[config.mk]
export PLATFORM = sky130hd
export DESIGN_NAME = count_event_logger_flat
export DESIGN_NICKNAME = d
export VERILOG_FILES = /design/src/rtl/count_event_logger_if.sv /design/src/rtl/count_event_logger.sv /design/src/flat_wrapper.sv
export SDC_FILE = /design/constraint.sdc
export NUM_CORES = 1
export LEC_CHECK = 0
export BUFFER_PORTS_ARGS = -buffer_cell sky130_fd_sc_hd__buf_2
export CAP_MARGIN = 20
export CORE_MARGIN = 8
export CORE_UTILIZATION = 40
export DETAILED_ROUTE_END_ITERATION = 8
export GPL_TIMING_DRIVEN = 0
export PLACE_DENSITY = 0.58
export REMOVE_ABC_BUFFERS = 1
export SETUP_SLACK_MARGIN = 0.1
export SLEW_MARGIN = 20
export SYNTH_ARGS = -nofsm -noshare
export SYNTH_HDL_FRONTEND = slang
export SYNTH_SLANG_ARGS = --single-unit
[constraint.sdc]
create_clock -name clk -period 3.08 [get_ports clk]
set_input_delay 0.308 -clock clk [delete_from_list [all_inputs] [get_ports clk]]
set_output_delay 0.308 -clock clk [all_outputs]
set_load 0.01 [all_outputs]
[src/rtl/count_event_logger_if.sv]
// rtl/count_event_logger_if.sv - event stream handshake between logger and consumer
// Ports (signals):
//   evt_valid - head FIFO entry is available (logger drives)
//   evt_ready - consumer accepts the head entry (consumer drives)
//   evt_data  - head entry: [9:8] type, [7:4] previous count, [3:0] current count
interface count_event_logger_if;
    logic       evt_valid;
    logic       evt_ready;
    logic [9:0] evt_data;

    modport master (
        output evt_valid,
        output evt_data,
        input  evt_ready
    );

    modport slave (
        input  evt_valid,
        input  evt_data,
        output evt_ready
    );
endinterface

[src/rtl/count_event_logger.sv]
// rtl/count_event_logger.sv - watches a 4-bit counter and queues wrap/clear/threshold/jump events
// Ports:
//   clk        - clock
//   reset      - synchronous active-high reset
//   count_in   - upstream counter value, sampled every cycle
//   evt        - event stream (master side): evt_valid, evt_ready, evt_data
//   fifo_level - number of queued events
//   overflow   - sticky, set when an event is dropped on a full FIFO
//   drop_cnt   - dropped event count, saturating at 15
module count_event_logger #(
    parameter logic [3:0] THRESH = 4'd10,
    parameter int         DEPTH  = 4
) (
    input  logic                       clk,
    input  logic                       reset,
    input  logic [3:0]                 count_in,
    count_event_logger_if.master       evt,
    output logic [$clog2(DEPTH):0]     fifo_level,
    output logic                       overflow,
    output logic [3:0]                 drop_cnt
);
    localparam int AW = $clog2(DEPTH);
    localparam logic [AW:0] FULL_LVL = (AW+1)'(DEPTH);

    localparam logic [1:0] T_JUMP   = 2'b00;
    localparam logic [1:0] T_WRAP   = 2'b01;
    localparam logic [1:0] T_THRESH = 2'b10;
    localparam logic [1:0] T_CLEAR  = 2'b11;

    logic [3:0]    r_prev;
    logic          r_prev_valid;
    logic [9:0]    r_mem [DEPTH];
    logic [AW-1:0] r_wr_ptr;
    logic [AW-1:0] r_rd_ptr;
    logic [AW:0]   r_level;
    logic          r_overflow;
    logic [3:0]    r_drop_cnt;

    logic [3:0]    w_inc;
    logic          w_evt;
    logic [1:0]    w_type;
    logic          w_full;
    logic          w_empty;
    logic          w_pop;
    logic          w_push;
    logic          w_drop;

    // Classification, first match wins; a plain +1 step is not an event.
    always_comb begin
        w_inc  = r_prev + 4'd1;
        w_evt  = 1'b0;
        w_type = T_JUMP;
        if (r_prev_valid && (count_in != r_prev)) begin
            if ((r_prev == 4'd15) && (count_in == 4'd0)) begin
                w_evt  = 1'b1;
                w_type = T_WRAP;
            end else if (count_in == 4'd0) begin
                w_evt  = 1'b1;
                w_type = T_CLEAR;
            end else if ((count_in == THRESH) && (count_in == w_inc)) begin
                w_evt  = 1'b1;
                w_type = T_THRESH;
            end else if (count_in != w_inc) begin
                w_evt  = 1'b1;
                w_type = T_JUMP;
            end
        end
    end

    // A full FIFO still accepts a push when the head leaves on the same edge.
    always_comb begin
        w_full  = (r_level == FULL_LVL);
        w_empty = (r_level == '0);
        w_pop   = evt.evt_ready && !w_empty;
        w_push  = w_evt && (!w_full || w_pop);
        w_drop  = w_evt && w_full && !w_pop;
    end

    always_ff @(posedge clk) begin
        if (reset) begin
            r_prev       <= 4'd0;
            r_prev_valid <= 1'b0;
            r_wr_ptr     <= '0;
            r_rd_ptr     <= '0;
            r_level      <= '0;
            r_overflow   <= 1'b0;
            r_drop_cnt   <= 4'd0;
        end else begin
            r_prev       <= count_in;
            r_prev_valid <= 1'b1;
            if (w_push) begin
                r_mem[r_wr_ptr] <= {w_type, r_prev, count_in};
                r_wr_ptr        <= r_wr_ptr + 1'b1;
            end
            if (w_pop) begin
                r_rd_ptr <= r_rd_ptr + 1'b1;
            end
            case ({w_push, w_pop})
                2'b10:   r_level <= r_level + 1'b1;
                2'b01:   r_level <= r_level - 1'b1;
                default: r_level <= r_level;
            endcase
            if (w_drop) begin
                r_overflow <= 1'b1;
                if (r_drop_cnt != 4'd15) begin
                    r_drop_cnt <= r_drop_cnt + 4'd1;
                end
            end
        end
    end

    // Storage is not reset, so the head is masked to zero whenever empty.
    always_comb begin
        evt.evt_valid = !w_empty;
        evt.evt_data  = w_empty ? 10'd0 : r_mem[r_rd_ptr];
    end

    assign fifo_level = r_level;
    assign overflow   = r_overflow;
    assign drop_cnt   = r_drop_cnt;
endmodule

[src/flat_wrapper.sv]
// flat-port wrapper written by rule: the top's interface ports become plain ports
module count_event_logger_flat 
#(
    parameter logic [3:0] THRESH = 4'd10,
    parameter int         DEPTH  = 4
)
  (clk, reset, count_in, fifo_level, overflow, drop_cnt, evt_evt_valid, evt_evt_data, evt_evt_ready);
  count_event_logger_if evt_i ();
  input  logic clk;
  input  logic reset;
  input  logic [3:0] count_in;
  output logic [$clog2(DEPTH):0] fifo_level;
  output logic overflow;
  output logic [3:0] drop_cnt;
  output wire logic [$bits(evt_i.evt_valid)-1:0] evt_evt_valid;
  output wire logic [$bits(evt_i.evt_data)-1:0] evt_evt_data;
  input wire logic [$bits(evt_i.evt_ready)-1:0] evt_evt_ready;
  assign evt_evt_valid = evt_i.evt_valid;
  assign evt_evt_data = evt_i.evt_data;
  assign evt_i.evt_ready = evt_evt_ready;
  count_event_logger #(.THRESH(THRESH), .DEPTH(DEPTH)) u_core (.clk(clk), .reset(reset), .count_in(count_in), .evt(evt_i), .fifo_level(fifo_level), .overflow(overflow), .drop_cnt(drop_cnt));
endmodule
==> flow_metrics.tcl, run 1 <==
set metrics [dict create \
    fill_cells 563 \
    critical-path-max-stage-delay_ns 0.39 \
    worst_slew_pin_slew_ns 0.689 \
    clock_sinks 59 \
    dieArea_mm2 0.00916 \
    finalHoldWorstSlack_ns 0.269 \
    ctsHoldBuffers 0 \
    peakVddDrop_mv 0.315 \
    cts_max_path_buffers 2 \
    drive_gt1_frac 0.301 \
    syn_area_mm2 0.00254 \
    track_usage 0.121 \
    drt_wl_total_mm 4.80 \
    yosysMostFrequentCell "edfxtp_1" \
    setup_violations 0 \
    gr-total-overflow 0 \
    wl_per_cell_um 16.8 \
    fmax_mhz 363 \
    setup_tns_ns 0 \
    synth-edff-count 40 \
    synth_top_cell_by_area "edfxtp_1" \
    cts_root_buf "clkbuf_8" \
    skew_ns 0.00654 \
    fin_crit_sh 0.895 \
    worst_path_max_delay_cell "fa_1" \
    insertion_delay_ns 0.33 \
    drc 0 \
    synth_cell_type_count 39 \
    rsz0062_at_grt "false" \
    htreeDepth 3 \
    fin_nets 219 \
    power.total_mw 2.18 \
    relSlewSlack 0.540 \
    postSynthCellCount 175 \
    utilization 0.467 \
    drv_slew 0 \
    crit_path_end_kind "flip-flop" \
    synth_top_area_frac 0.472 \
    vias_per_cell 5.15 \
    die_y_um 95.7 \
    synthFlopType "edfxtp_1" \
    syn2layout_area_growth_pct 14.7 \
    post_dp_cell_area_mm2 0.00273 \
    maxCapViolations 0 \
    gp_congestion 0.789 \
    num_vias 1472 \
    hold_viol_final 0 \
    reg2reg_slack_ns 0.32 \
    powerDensity_mw_per_mm2 748 \
    clk_pin_slew_ns 0.07 \
    ys_ff_latch 59 \
    synth_warnings 0 \
    grt_pass1_vias 1634 \
    grt_first_pass_wirelength_mm 8.00 \
    fin_area_mm2 0.00292 \
    synth_commonest_cells "40 x edfxtp_1, 19 x dfxtp_1, 12 x nor2_1" \
    async_reset_ff_frac 0 \
    worst-path-max-fanout 7 \
    critical_path_class "reg -> reg" \
    cts-buffers-inserted 9 \
    critPathLaunchType "flip-flop" \
    cp.arrival_ns 3.02 \
    row_count 29 \
    initial_core_util 0.407 \
    synthTopCellsByArea "edfxtp_1 47%, dfxtp_1 15%, mux4_2 8.9%" \
    dpl.hpwl_mm 3.31 \
    diodes 0 \
    synth_seq_area_share 0.622 \
    die_w_um 95.7 \
    cts_tree "built" \
    dr.pass1.iters 4 \
    cp_data_required_time_ns 3.34 \
    antenna_found_initial 0 \
    cellLeakagePower_nw 1.10 \
    io_pins 26 \
    outcome "complete, no violations" \
    hold_class "in -> reg" \
    core_area_mm2 0.00624 \
    min_period_ns 2.76 \
    syn-mean-instance-area_um2 14.5 \
    grt_max_degree 17 \
    antenna_left 0 \
    port_buffers 25 \
    crit_chain "ha_1 -> xnor2_2 -> o311a_1 -> nand3_2 -> and3_4 -> inv_1 -> ha_1 -> inv_1 -> fa_1 -> xor2_1 -> or3_1 -> a21oi_1" \
    drtIter0Drc 70 \
]
registers in the layout, summed over array words and instances, names as in the netlist, named ones only:
register             flops
u_core.drop_cnt          4
u_core.r_rd_ptr          2
u_core.r_mem            40
u_core.r_prev            4
u_core.overflow          1
u_core.r_prev_valid      1
u_core.r_wr_ptr          2
u_core.fifo_level        3
power breakdown:
part	switching, mW	internal, mW
Combinational	0.279	0.284
Clock	0.286	0.329
Sequential	0.0902	0.912
Total	0.655	1.53
worst max-delay path: cells and delay by family, from the launching register on:
kind	cells	cell delay (ns)
xor gates and xnor gates	2	0.33
and+or+nand+nor	3	0.64
AOI/OAI and AO/OA	2	0.34
adders and majority gates	3	0.90
buffers and inverters	2	0.13
DFF	1	0.35
logic make-up (layout without fill, tap and decap cells):
group,count (synthesis),after routing,synth area share
mux,15,15,0.111
fa+ha+maj,8,8,0.0423
compound gates,12,12,0.0330
simple gates,54,54,0.122
flops,59,59,0.622
buf+inv,15,49,0.0261
xor+xnor,12,12,0.0443
cell type report:
| cell class | instances | area, um^2 | share of cell area |
|---|---|---|---|
| sequential | 59 | 1580 | 0.543 |
| clock buffer | 11 | 151 | 0.0519 |
| multi-input combinational | 101 | 902 | 0.309 |
| inverter | 8 | 30.0 | 0.0103 |
| tap | 77 | 96.3 | 0.0330 |
| timing repair buffer | 25 | 125 | 0.0429 |
| clock inverter | 5 | 27.5 | 0.00944 |
stage by stage:
stage / setup slack (ns) / instances
after global placement: 0.367 / 270
final: 0.323 / 286
after floorplan: 0.544 / 168
after CTS: 0.167 / 286
after global routing: 0.131 / 286
after detailed placement: 0.209 / 270
final timing paths:
check,start,endpoint,cells past startpoint
setup reg to reg,u_core.r_prev[0],u_core.fifo_level[2],12
hold / removal,count_in[2],u_core.r_mem[3][2],1
setup / recovery,u_core.r_prev[0],u_core.fifo_level[2],12
hold reg to reg,u_core.overflow,u_core.overflow,1
repair_timing:
action / in CTS / in global routing
buffers inserted: 0 / 0
gates resized for setup: 0 / 3
endpoints found under the setup margin: 0 / 1
cell usage in the layout, fill, tap and decap left out, types with 2 or more instances in the layout:
cell	n
dfxtp_1	17
xnor2_1	2
nand2_1	7
nor2_1	12
ha_1	7
nand4_1	2
and2_1	11
and3_1	3
mux4_2	10
dfxtp_2	2
buf_2	25
or3_1	2
a31oi_1	2
xor2_1	8
mux2i_1	3
edfxtp_1	40
inv_1	8
o21ai_0	2
a21oi_1	3
clkbuf_8	11
nand3_1	2
and3_2	4
clkinv_2	4
nor2b_1	5
layer usage:
layer,track usage,wire (um),share of wire
met5,0,0,0
met4,0.0768,112,0.023
met3,0.0335,235,0.049
met2,0.205,2440,0.51
met1,0.131,2000,0.42
No activity file was read; power rests on OpenSTA's default activity.
==> run 2: changes to the inputs <==
--- a/config.mk
+++ b/config.mk
@@ -12,7 +12,6 @@
 export DETAILED_ROUTE_END_ITERATION = 8
 export GPL_TIMING_DRIVEN = 0
 export PLACE_DENSITY = 0.58
-export REMOVE_ABC_BUFFERS = 1
 export SETUP_SLACK_MARGIN = 0.1
 export SLEW_MARGIN = 20
 export SYNTH_ARGS = -nofsm -noshare
==> run 2 against run 1 <==
Effect of this change:
- cell area increased by 1.2%
- register-to-register slack got worse by 0.03 ns
- global-route usage decreased by 0.47 points
- flip-flop and latch count unchanged
- core utilization increased by 0.58 points
- fmax decreased by 1.2%
- hold slack got worse by 0.061 ns
- count of clock-buffer cells in the layout increased by 2
- total power increased by 0.66%
- combinational power increased by 11%
- via count decreased by 2.2%
- critical endpoint unchanged
- largest cell class unchanged
- largest power group unchanged
==> flow_metrics.tcl, run 2 (same netlist as run 1, synthesis figures left out) <==
set metrics [dict create \
    outcome "complete, no violations" \
    dr.pass1.iters 4 \
    cp_common_cell "inv_1" \
    diodes 0 \
    num_vias 1440 \
    wl_met1_mm 2.11 \
    maxCapViolations 0 \
    wl_met2_mm 2.24 \
    initial_core_util 0.407 \
    skew_ns 0.00659 \
    peakVddDrop_mv 0.369 \
    critical_path_class "reg -> reg" \
    placedCellCount 277 \
    cts_setup_buffers 0 \
    pre_cts_ws_ns 0.184 \
    gp_congestion 0.734 \
    drv_slew 0 \
    worst-path-max-fanout 7 \
    fin_area_mm2 0.00295 \
    fmax_mhz 358 \
    setup_tns_ns 0 \
    cts_root_buf "clkbuf_8" \
    route.met3.wl_um 250 \
    drt_wl_total_mm 4.66 \
    power.total_mw 2.20 \
    row_count 29 \
    drive_gt1_frac 0.310 \
    reg2reg_from "u_core.r_prev[0]" \
    clk_pin_slew_ns 0.06 \
    hp-start "count_in[1]" \
    track_usage 0.116 \
    setup_violations 0 \
    worstSetupStartpoint "u_core.r_prev[0]" \
    critical-path-max-stage-delay_ns 0.37 \
    largest_register_ffs 40 \
    vias_per_cell 4.91 \
    layout_commonest_cell "edfxtp_1" \
    rsz0062_at_grt "false" \
    top_register "u_core.r_mem" \
    fin_ws_ns 0.290 \
    cp_data_required_time_ns 3.34 \
    cts_tree "built" \
    worst_path_max_delay_cell "fa_1" \
    hold_class "in -> reg" \
    antenna_left 0 \
    gr-total-overflow 0 \
    crit_chain "ha_1 -> xnor2_2 -> o311a_1 -> nand3_2 -> and3_4 -> buf_6 -> inv_1 -> ha_2 -> inv_1 -> fa_1 -> xor2_1 -> or3_1 -> a21oi_1" \
    critPathLaunchType "flip-flop" \
    top_layer_used "met4" \
    antenna_found_initial 0 \
    syn-num-nets 190 \
    die_w_um 95.7 \
    grt_pass1_vias 1512 \
    cp.arrival_ns 3.05 \
    min_period_ns 2.79 \
    fin_crit_sh 0.906 \
    worst_slew_pin_slew_ns 0.704 \
    crit_path_end_kind "flip-flop" \
    drtIter0Drc 79 \
    core_area_mm2 0.00624 \
    clock_sinks 59 \
    relSlewSlack 0.531 \
    cellLeakagePower_nw 1.11 \
    dieArea_mm2 0.00916 \
    port_buffers 25 \
    dpl.hpwl_mm 3.09 \
    die_y_um 95.7 \
    wl_per_cell_um 15.9 \
    final_cell_mix "40 x edfxtp_1, 27 x buf_2, 15 x dfxtp_1" \
    cts_max_path_buffers 2 \
    cts-buffers-inserted 9 \
    io_pins 26 \
    fin_nets 226 \
    powerDensity_mw_per_mm2 744 \
    insertion_delay_ns 0.33 \
    grt_max_degree 11 \
    final_cells 293 \
    syn2layout_area_growth_pct 16.1 \
    post_dp_cell_area_mm2 0.00276 \
    htreeDepth 3 \
    grt_first_pass_wirelength_mm 7.67 \
    drc 0 \
    hold_viol_final 0 \
]
-- run 2: cell types whose count changed in the layout (fill, tap and decap cells not counted) --
cell / before / now
dfxtp_2: 2 / 4
clkinv_2: 4 / 3
dfxtp_1: 17 / 15
ha_1: 7 / 6
buf_1: 0 / 1
clkbuf_1: 0 / 5
clkinvlp_4: 1 / 0
buf_2: 25 / 27
ha_2: 0 / 1
buf_6: 0 / 1
-- run 2: per-layer routing --
layer / vias up / global-route usage
met2: 30 / 0.183
met3: 8 / 0.0577
met4: 0 / 0.0423
met1: 689 / 0.135
li1: 713 / -
met5: - / 0
-- run 2: timing repair --
item / in CTS / in global routing
hold buffers: 0 / 0
endpoints found under the setup margin: 0 / 1
resized for setup: 0 / 6
-- run 2: area by class of cell --
class	instances	area, um^2
buffer	7	36.3
clock buffer	13	159
clock inverter	3	15.0
fill	573	3290
inverter	8	30.0
multi-input combinational	101	905
sequential	59	1590
tap	77	96.3
timing repair buffer	25	125
-- run 2: final timing paths --
kind	end	slack [ns]	depth (start not counted)
worst min-delay path	u_core.r_mem[0][1]	0.21	1
worst max-delay path	u_core.fifo_level[2]	0.29	13
worst max register to register	u_core.fifo_level[2]	0.29	13
worst min register to register	u_core.overflow	0.48	1
-- run 2: critical path: cells and delay by family (launching register included) --
kind | cells | cell delay [ns]
xor gates and xnor gates | 2 | 0.33
and+or+nand+nor | 3 | 0.60
buffers and inverters | 3 | 0.24
AOI/OAI and AO/OA | 2 | 0.33
DFF | 1 | 0.35
adders and majority gates | 3 | 0.89
-- run 2: through the flow --
| stage | util | hold WS (ns) |
|---|---|---|
| after floorplan | - | 0.380 |
| after global placement | 0.443 | 0.448 |
| after detailed placement | 0.443 | 0.457 |
| after CTS | 0.471 | 0.186 |
| after global routing | 0.473 | 0.179 |
| final | 0.473 | 0.208 |
-- run 2: power breakdown --
part	switching [mW]	internal (mW)	leakage [nW]
Clock	0.281	0.332	0.0932
Sequential	0.0442	0.912	0.526
Combinational	0.326	0.300	0.496
==> run 3: changes to the inputs <==
--- a/config.mk
+++ b/config.mk
@@ -8,10 +8,10 @@
 export BUFFER_PORTS_ARGS = -buffer_cell sky130_fd_sc_hd__buf_2
 export CAP_MARGIN = 20
 export CORE_MARGIN = 8
-export CORE_UTILIZATION = 40
+export CORE_UTILIZATION = 55
 export DETAILED_ROUTE_END_ITERATION = 8
 export GPL_TIMING_DRIVEN = 0
-export PLACE_DENSITY = 0.58
+export PLACE_DENSITY = 0.75
 export SETUP_SLACK_MARGIN = 0.1
 export SLEW_MARGIN = 20
 export SYNTH_ARGS = -nofsm -noshare
==> run 3 against run 2 <==
Effect of this change:
- global-route usage up 2.0 points
- clock skew increased by 0.00085 ns
- fmax shrank 1.5%
- via count rose by 4.8%
- final cell count fell by 8.5%
- first-iteration DRC count is 22% lower
- die area fell by 23%
- wire length grew 0.92%
==> flow_metrics.tcl, run 3 (same netlist as run 1, synthesis figures left out) <==
set metrics [dict create \
    outcome "complete, no violations" \
    insertion_delay_ns 0.33 \
    dr.pass1.iters 5 \
    grt_pass1_vias 1618 \
    cp.arrival_ns 3.08 \
    pwr-share-seq 0.412 \
    cellLeakagePower_nw 1.13 \
    core_area_mm2 0.00441 \
    powerDensity_mw_per_mm2 789 \
    drtIter0Drc 62 \
    clock_sinks 59 \
    port_buffers 25 \
    syn2layout_area_growth_pct 16.1 \
    critical-path-max-stage-delay_ns 0.37 \
    relSlewSlack 0.588 \
    drt_wl_total_mm 4.71 \
    vias_per_cell 5.63 \
    cts_max_path_buffers 2 \
    fin_crit_sh 0.919 \
    worst_path_max_delay_cell "fa_1" \
    finalHoldWorstSlack_ns 0.240 \
    worst-path-max-fanout 7 \
    cts_setup_buffers 0 \
    min_period_ns 2.83 \
    worst_slew_pin_slew_ns 0.619 \
    rsz0062_at_grt "false" \
    cts-buffers-inserted 9 \
    crit_path_end_kind "flip-flop" \
    diodes 0 \
    drc 0 \
    drive_gt1_frac 0.292 \
    route.met3.wl_um 185 \
    clk_pin_slew_ns 0.07 \
    grt_first_pass_wirelength_mm 7.57 \
    antenna_left 0 \
    critical_path_class "reg -> reg" \
    fin_nets 226 \
    wl_met2_mm 2.42 \
    die_w_um 84.0 \
    layout_commonest_cell "edfxtp_1" \
    maxCapViolations 0 \
    initial_core_util 0.576 \
    final_cell_mix "40 x edfxtp_1, 27 x buf_2, 17 x dfxtp_1" \
    antenna_found_initial 0 \
    crit_chain "ha_1 -> xnor2_1 -> o311a_1 -> nand3_2 -> and3_4 -> buf_6 -> inv_1 -> ha_1 -> inv_1 -> fa_1 -> xor2_1 -> or3_1 -> a21oi_1" \
    die_y_um 84.0 \
    utilization 0.669 \
    row_count 24 \
    cp_num_buf_inv 3 \
    io_pins 26 \
    peakVddDrop_mv 0.584 \
    comb_power_share 0.269 \
    htreeDepth 3 \
    final_cells 268 \
    top_register "u_core.r_mem" \
    gr-total-overflow 0 \
    drv_slew 0 \
    cts_root_buf "clkbuf_8" \
    power.total_mw 2.33 \
    placedCellCount 252 \
    top_layer_used "met4" \
    hold_viol_final 0 \
    wl_met1_mm 1.99 \
    internal_power_mw 1.67 \
    swShare 0.282 \
    critPathLaunchType "flip-flop" \
    track_usage 0.136 \
    wl_per_cell_um 17.6 \
    num_vias 1509 \
    skew_ns 0.00744 \
    cts_tree "built" \
    clock_power_share 0.320 \
    dieArea_mm2 0.00705 \
    grt_max_degree 11 \
    setup_violations 0 \
    setup_tns_ns 0 \
    fmax_mhz 353 \
    cp_data_required_time_ns 3.33 \
    largest_register_ffs 40 \
    p_switching_mw 0.656 \
    dpl.hpwl_mm 3.18 \
    syn-num-nets 190 \
    gp_congestion 0.816 \
    path_delay_family "adder cells" \
    hold_class "in -> reg" \
]
run 3: changes by cell type in the layout (fill, tap and decap cells not counted), moves of 2 or more:
cell      delta
clkbuf_8     +2
dfxtp_1      +2
dfxtp_2      -2
clkinv_2     -3
run 3: timing repair:
action                     4_1_cts  5_1_grt
setup endpoints to repair        0        1
hold buffers                     0        0
resized for setup                0        2
run 3: area by class of cell:
class,count,area (um^2)
Buffer,7,36.3
Sequential cell,59,1580
Clock buffer,15,186
Tap cell,52,65.1
Multi-Input combinational cell,101,895
Fill cell,290,1460
Timing Repair Buffer,25,125
Clock inverter,1,30.0
Inverter,8,30.0
run 3: final timing paths:
path	depth (start not counted)	startpoint	to	slack, ns
max	13	u_core.r_prev[0]	u_core.fifo_level[2]	0.25
min	1	count_in[1]	u_core.r_mem[3][1]	0.24
max reg2reg	13	u_core.r_prev[0]	u_core.fifo_level[2]	0.25
min reg2reg	1	u_core.overflow	u_core.overflow	0.48
run 3: power by group through the flow:
stage / sequential (mW) / combinational [mW] / clock (mW)
after CTS: 0.958 / 0.646 / 0.750
after detailed placement: 0.974 / 0.643 / 0
final: 0.959 / 0.627 / 0.744
after global placement: 0.966 / 0.617 / 0
after floorplan: 0.971 / 0.431 / 0
after global routing: 0.968 / 0.701 / 0.787
run 3: layer usage:
layer,track usage,vias up
met3,0.0371,13
met2,0.233,46
met1,0.145,738
met5,0,-
li1,-,712
met4,0.0832,0
run 3: worst register-to-register path, cell delays in order, from the launching register on:
cell and delay [ns]:
dfxtp_2 0.35, ha_1 0.31, xnor2_1 0.19, o311a_1 0.20, nand3_2 0.12, and3_4 0.18
buf_6 0.13, inv_1 0.05, ha_1 0.18, inv_1 0.07, fa_1 0.37, xor2_1 0.16
or3_1 0.31, a21oi_1 0.14
run 3: through the flow:
stage / instance area (um^2) / setup WS (ns)
CTS: 2950 / 0.171
detailed placement: 2730 / 0.174
global placement: 2730 / 0.294
global route: 2950 / 0.126
finish: 2950 / 0.248
floorplan: 2540 / 0.456
